`src/rtl/matmul_tile_scheduler.sv`:
```
// matmul_tile_scheduler
//   Breaks a large matrix multiply into NxN tile multiplies for the systolic
//   array. It walks the (i, j, k) tile loops (k innermost) and issues one tile
//   at a time. For each tile it presents the X/W/Y scratchpad addresses and an
//   accumulate flag, then waits for the array to finish before moving on.
//
// Ports
//   clk, n_rst           clock, asynchronous active-low reset
//   start                begin a job (sampled in IDLE only)
//   x_base/w_base/y_base matrix base addresses (latched on accepted start)
//   m_tiles/n_tiles/k_tiles  tile counts (latched on accepted start)
//   abort                finish the current tile, then stop the job
//   stall_mul            high while the array computes a tile
//   start_mul            one-cycle tile issue pulse
//   x_addr/w_addr/y_addr current tile addresses
//   accumulate           0 = overwrite Y, 1 = add into Y
//   busy, done           job in progress / one-cycle completion pulse
//   err                  sticky: last job had a zero dimension or was aborted
//   tiles_done           saturating count of completed tiles in this job
module matmul_tile_scheduler #(
    parameter int N          = 64,
    parameter int TILE_BYTES = N * N * 4,
    parameter int DIM_W      = 8
) (
    input  logic             clk,
    input  logic             n_rst,
    input  logic             start,
    input  logic [31:0]      x_base,
    input  logic [31:0]      w_base,
    input  logic [31:0]      y_base,
    input  logic [DIM_W-1:0] m_tiles,
    input  logic [DIM_W-1:0] n_tiles,
    input  logic [DIM_W-1:0] k_tiles,
    input  logic             abort,
    input  logic             stall_mul,
    output logic             start_mul,
    output logic [31:0]      x_addr,
    output logic [31:0]      w_addr,
    output logic [31:0]      y_addr,
    output logic             accumulate,
    output logic             busy,
    output logic             done,
    output logic             err,
    output logic [15:0]      tiles_done
);

    localparam logic [31:0] TB = 32'(TILE_BYTES);

    typedef enum logic [2:0] {
        IDLE, ISSUE, WAIT_ACK, WAIT_DONE, NEXT, FINISH
    } state_t;

    state_t           state;
    logic [DIM_W-1:0] m_r, n_r, k_r;
    logic [DIM_W-1:0] i, j, k;
    logic [31:0]      w_base_r;
    logic [31:0]      x_row;     // x_base + i*k_tiles*TB
    logic [31:0]      w_col;     // w_base + j*TB
    logic [31:0]      w_kstride; // n_tiles*TB
    logic             abort_seen;
    logic             k_last, j_last, i_last;

    always_comb begin
        k_last = (k == k_r - 1'b1);
        j_last = (j == n_r - 1'b1);
        i_last = (i == m_r - 1'b1);
    end

    always_ff @(posedge clk or negedge n_rst) begin
        if (!n_rst) begin
            state      <= IDLE;
            m_r        <= '0;
            n_r        <= '0;
            k_r        <= '0;
            i          <= '0;
            j          <= '0;
            k          <= '0;
            w_base_r   <= '0;
            x_row      <= '0;
            w_col      <= '0;
            w_kstride  <= '0;
            abort_seen <= 1'b0;
            start_mul  <= 1'b0;
            x_addr     <= '0;
            w_addr     <= '0;
            y_addr     <= '0;
            accumulate <= 1'b0;
            busy       <= 1'b0;
            done       <= 1'b0;
            err        <= 1'b0;
            tiles_done <= '0;
        end else begin
            start_mul <= 1'b0;
            done      <= 1'b0;
            case (state)
                IDLE: begin
                    if (start) begin
                        tiles_done <= '0;
                        abort_seen <= 1'b0;
                        if (m_tiles == '0 || n_tiles == '0 || k_tiles == '0) begin
                            err   <= 1'b1;
                            done  <= 1'b1;
                            state <= FINISH;
                        end else begin
                            err        <= 1'b0;
                            busy       <= 1'b1;
                            start_mul  <= 1'b1;
                            state      <= ISSUE;
                            m_r        <= m_tiles;
                            n_r        <= n_tiles;
                            k_r        <= k_tiles;
                            i          <= '0;
                            j          <= '0;
                            k          <= '0;
                            w_base_r   <= w_base;
                            w_kstride  <= 32'(n_tiles) * TB;
                            x_row      <= x_base;
                            x_addr     <= x_base;
                            w_col      <= w_base;
                            w_addr     <= w_base;
                            y_addr     <= y_base;
                            accumulate <= 1'b0;
                        end
                    end
                end
                ISSUE: state <= WAIT_ACK;
                WAIT_ACK: begin
                    if (stall_mul) state <= WAIT_DONE;
                end
                WAIT_DONE: begin
                    if (!stall_mul) begin
                        state <= NEXT;
                        if (tiles_done != '1) tiles_done <= tiles_done + 16'd1;
                    end
                end
                NEXT: begin
                    if ((i_last && j_last && k_last) || abort_seen || abort) begin
                        busy  <= 1'b0;
                        done  <= 1'b1;
                        state <= FINISH;
                    end else begin
                        start_mul <= 1'b1;
                        state     <= ISSUE;
                        // Pointers advance incrementally. Y is row-major over
                        // (i, j), so it simply steps by one tile whenever j moves.
                        // X at the end of a row plus one tile is the next row start.
                        if (!k_last) begin
                            k          <= k + 1'b1;
                            x_addr     <= x_addr + TB;
                            w_addr     <= w_addr + w_kstride;
                            accumulate <= 1'b1;
                        end else begin
                            k          <= '0;
                            accumulate <= 1'b0;
                            y_addr     <= y_addr + TB;
                            if (!j_last) begin
                                j      <= j + 1'b1;
                                x_addr <= x_row;
                                w_col  <= w_col + TB;
                                w_addr <= w_col + TB;
                            end else begin
                                j      <= '0;
                                i      <= i + 1'b1;
                                x_row  <= x_addr + TB;
                                x_addr <= x_addr + TB;
                                w_col  <= w_base_r;
                                w_addr <= w_base_r;
                            end
                        end
                    end
                end
                FINISH: state <= IDLE;
                default: state <= IDLE;
            endcase
            if (abort && (state == ISSUE || state == WAIT_ACK ||
                          state == WAIT_DONE || state == NEXT)) begin
                abort_seen <= 1'b1;
                err        <= 1'b1;
            end
        end
    end

endmodule

```
`config.mk`:
```
export PLATFORM = sky130hd
export DESIGN_NAME = matmul_tile_scheduler
export DESIGN_NICKNAME = d
export VERILOG_FILES = /design/src/rtl/matmul_tile_scheduler.sv
export SDC_FILE = /design/constraint.sdc
export NUM_CORES = 1
export LEC_CHECK = 0
export CAP_MARGIN = 10
export CELL_PAD_IN_SITES_DETAIL_PLACEMENT = 2
export CELL_PAD_IN_SITES_GLOBAL_PLACEMENT = 2
export CORE_MARGIN = 5
export CORE_UTILIZATION = 35
export DETAILED_ROUTE_END_ITERATION = 12
export PLACE_DENSITY_LB_ADDON = 0.1
export SKIP_LAST_GASP = 1
export SLEW_MARGIN = 15
export SYNTH_ARGS = -nofsm -noshare
export SYNTH_HDL_FRONTEND = slang
export SYNTH_SLANG_ARGS = --single-unit
```
`constraint.sdc`:
```
create_clock -name clk -period 4.5 [get_ports clk]
set_clock_uncertainty 0.05 [all_clocks]
set_input_delay 0.9 -clock clk [delete_from_list [all_inputs] [get_ports clk]]
set_output_delay 0.9 -clock clk [all_outputs]
set_load 0.02 [all_outputs]
```
* Word level (Yosys, flattened, before mapping)
Index checks and enable logic that the tools add are counted.
** Operators by class
- $add $sub $neg :: 11
- Eq/ne operators :: 17
- Muxes and demuxes :: 69
- Bitwise gates (word level) :: 1
- Reduce and logical (&&, ||, !) cells :: 26
** Operator list (number)
- $mux W32 :: 18
- $pmux W32 S2 :: 5
- $add A32 B15 Y32 const B :: 3
- $mux W8 :: 10
- $mux W16 :: 3
- $pmux W8 S2 :: 3
- $add A32 B22 Y32 :: 1
- $pmux W16 S2 :: 1
- $add A8 B1 Y8 const B :: 3
- $eq A8 B8 Y1 :: 3
- $logic_not A8 Y1 :: 3
- $sub A8 B1 Y8 const B :: 3
- $mux W1 :: 19
- $ne A2 B2 Y1 const B :: 9
- $add A16 B1 Y16 const B :: 1
- $ne A16 B16 Y1 const B :: 1
- $mux W3 :: 5
- $pmux W3 S5 :: 1
- $reduce_and A4 Y1 :: 3
- $pmux W1 S2 :: 4
- $reduce_bool A2 Y1 :: 4
- $logic_or A1 B1 Y1 :: 7
- $eq A3 B2 Y1 const B :: 2
- $reduce_and A3 Y1 :: 2
- other kinds (8) :: 10
** Word-level totals
- Register bits after elaboration :: 265
- Logic and storage cells :: 144

* Depth between registers and ports, before layout
- Word-level depth :: 8
- Depth in mapped cells :: 14

* Least setup slack after synthesis
OpenSTA, ideal clock, no wires.
- Path kind :: reg2reg
- From :: register, netlist name w_kstride[14]
- To :: register j[5]
- Arrival :: 2533 ps
- Data required time :: 4320 ps
- Setup slack :: 1788 ps
- Stages on the path, launching flop included :: 14
- Path buffers :: 3
- Clock period less this slack :: 2712 ps
- Cells stage by stage :: dfrtp_1 inv_1 ha_1 nor2b_1 and3b_1 xnor2_1 and4_1 buf_2 a2111oi_4 o21ai_4 buf_6 buf_4 o31ai_1 a21oi_1
** RTL lines
- end signal, assigned :: RTL line 157 : j <= j + 1'b1;
- end, declared :: RTL line 55 : logic [DIM_W-1:0] i, j, k;

==> results.toml <==
[status]
outcome = "finished, final reports clean"

[layout]
area_growth_pct = 28.17
seqCellArea_um2 = 6631
drive_above_1_share = 0.06505
num-fill-cells = 4282
multiInputGateArea_um2 = 7046
fin_area_um2 = 18210
nNetsFinal = 1981
n_antenna_cell = 0

[clocking]
cts_made_buffers = 35
clk_pin_slew_ns = 0.05
cts_hold_buf = 0
post_cts_buffers = 0
clock_sinks = 265
cts_tree = "yes"
clock_path_buffers = 3
htreeDepth = 2
clock_latency_ns = 0.54
clock_tree.root_cell = "clkbuf_16"
cts_resized = 0

[drt]
viasPerCell = 5.588
drt_wl_total_um = 53530
num_vias = 13330
drtPass1Iterations = 5
drtIter0Drc = 461
drt-wirelength-per-cell_um = 22.45
drc = 0
antenna_left = 0

[setup_path]
cp_top_family = "simple AND/OR/NAND/NOR gates"
cp_num_buf_inv = 1
critPathKind = "reg -> reg"
worst_path_largest_cell_delay_ns = 0.94
ff2ff_path_depth = 8
crit_chain = "inv_1 > ha_1 > xnor2_1 > nor4_1 > nand4_1 > nor2_1 > nor2_2 > a2bb2oi_1"
cp.required_ns = 4.84
startpoint_type = "register"
worstPathArrival_ns = 4.13
critPathMaxFanout = 14
slowest_stage = "nor2_1"
endpoint_kind = "register"
cp.depth = 8

[logic_synthesis]
ys_ff_latch = 265
async_flop_share = 1.000
avgSynthCellArea_um2 = 8.688
netlist_top_cells_count = "nand2_1 (349), dfrtp_1 (265), nor2_1 (171), a21oi_1 (126), nand3_1 (72)"
netlist_area_um2 = 14200
ys_top_cells_by_area = "dfrtp_1 (47%), nand2_1 (9.2%), nor2_1 (4.5%)"
syn_nets = 1779
synth_top_area_share = 0.4668
synth-seq-area-share = 0.4668
yosysMostFrequentCell = "nand2_1"
synth_largest_area_cell = "dfrtp_1"
syn_inst = 1635
synthDistinctLibCells = 69
synthFlopType = "dfrtp_1"
synth-edff-count = 0
synth_warnings = 0

[sta]
rsz0062_at_grt = "false"
fin_crit_sh = 0.8434
setup_violations = 0
max_clock_freq_mhz = 263.5
tns_ns = 0
finalMaxSlewViolations = 0
fin_crit_ns = 3.795
slew_headroom = 0.3868
final_hold_viol_count = 0
worst_pin_slew_ns = 0.9164
setup_ws_ns = 0.7047

[die]
die_height_um = 211.5
ios = 242
core_um2 = 39910
fp-row-count = 73
start_util = 0.3559
die_x_um = 211.5
die-area_um2 = 44720

[global_route]
overflow = 0
met2_usage = 0.4120
antenna_found_initial = 6
grt_pass1_wl_um = 85080
grt_max_degree = 112
gr-usage-met1 = 0.2969
grtUsageMet3 = 0.04964
grt.busiest_layer = "met2"
grt_pass1_vias = 15140
grt_usage = 0.2356

[placement]
dpl.hpwl_um = 36370
dp_slack_ns = 0.7503
place_congestion = 0.7844
dpl_cell_area_um2 = 17080
io_buffers = 241

[power_and_ir_drop]
power_mw = 12.59
powerDensity_nw_per_um2 = 691.4
ir_worst_vdd_v = 0.0003379
p_leak_nw = 7.822

[flow_run]
drv_cap = 0

[worst_hold_path]
hp-class = "in -> async"
## worst reg2reg max path, delay by kind of cell, from the launching register on
family	cells	cell delay [ns]
AOI/OAI and AO/OA	1	0.24
xor gates and xnor gates	1	0.13
adders and majority gates	1	0.32
buffers and inverters	1	0.11
DFF	1	0.49
and+or+nand+nor	4	2.31
## layer usage
layer  share of wire  vias up  wire (um)
met1            0.43     6866      23000
met4           0.023       12       1220
met2            0.50      230      26780
li1                -     6121          -
met5          0.0015        -         80
met3           0.046       98       2451
## layout by cell type, fill, tap and decap left out, types with 37 or more instances in the layout
cell               n
clkbuf_16         37
nand2_1          348
xnor2_1           45
o21ai_0           70
o22ai_1           42
clkdlybuf4s50_1  240
nor2_1           169
dfrtp_1          265
nand3_1           72
xor2_1            42
a21oi_1          126
## area by class of cell
| type | count | area share |
|---|---|---|
| multi-input cells | 1245 | 0.3870 |
| repair buffers | 266 | 0.1458 |
| clock inverters | 8 | 0.005223 |
| well taps | 525 | 0.03608 |
| inverters | 24 | 0.004948 |
| flip-flops and latches | 265 | 0.3642 |
| clock buffers | 52 | 0.05670 |
## where the power goes
| group | leakage (nW) | switching, mW | internal, mW |
|---|---|---|---|
| logic | 3.98 | 3.08 | 2.27 |
| registers | 3.29 | 1.07 | 3.37 |
| clock network | 0.548 | 1.09 | 1.70 |
| total | 7.82 | 5.24 | 7.34 |
## cell families (layout without fill, tap and decap cells)
family / Yosys count / after routing / synth area share
simple gates: 713 / 713 / 0.2199
flops: 265 / 265 / 0.4668
compound gates: 393 / 393 / 0.1784
buf+inv: 125 / 350 / 0.03911
fa+ha+maj: 20 / 20 / 0.01797
xor+xnor: 87 / 87 / 0.05364
mux: 32 / 32 / 0.02413
## worst paths after layout
check	start	endpoint	slack, ns
worst max-delay path	w_kstride[14]	x_addr[7]	0.70
worst min-delay path	n_rst	m_r[2]	0.34
worst max register to register	w_kstride[14]	x_addr[7]	0.70
worst min register to register	y_addr[7]	y_addr[7]	0.42
max in group asynchronous	n_rst	w_col[30]	3.12
min in group clk	y_addr[7]	y_addr[7]	0.42
## sequential cells by signal (all words and copies together), names as in the netlist, 3 cells and up
signal,flops
x_addr,32
w_kstride,8
x_row,32
k_r,8
w_addr,32
k,8
m_r,8
j,8
tiles_done,16
w_col,32
state,3
w_base_r,32
i,8
y_addr,32
## through the flow
step                hold WS (ns)  std cells    util
CTS                       0.3467       2385  0.4561
detailed placement        0.4156       2325  0.4279
global placement          0.4064       2325  0.4279
finish                    0.3384       2385  0.4561
global route              0.3873       2385  0.4561
floorplan                 0.3917       1635       -
Power figures use the tool's default switching activity.
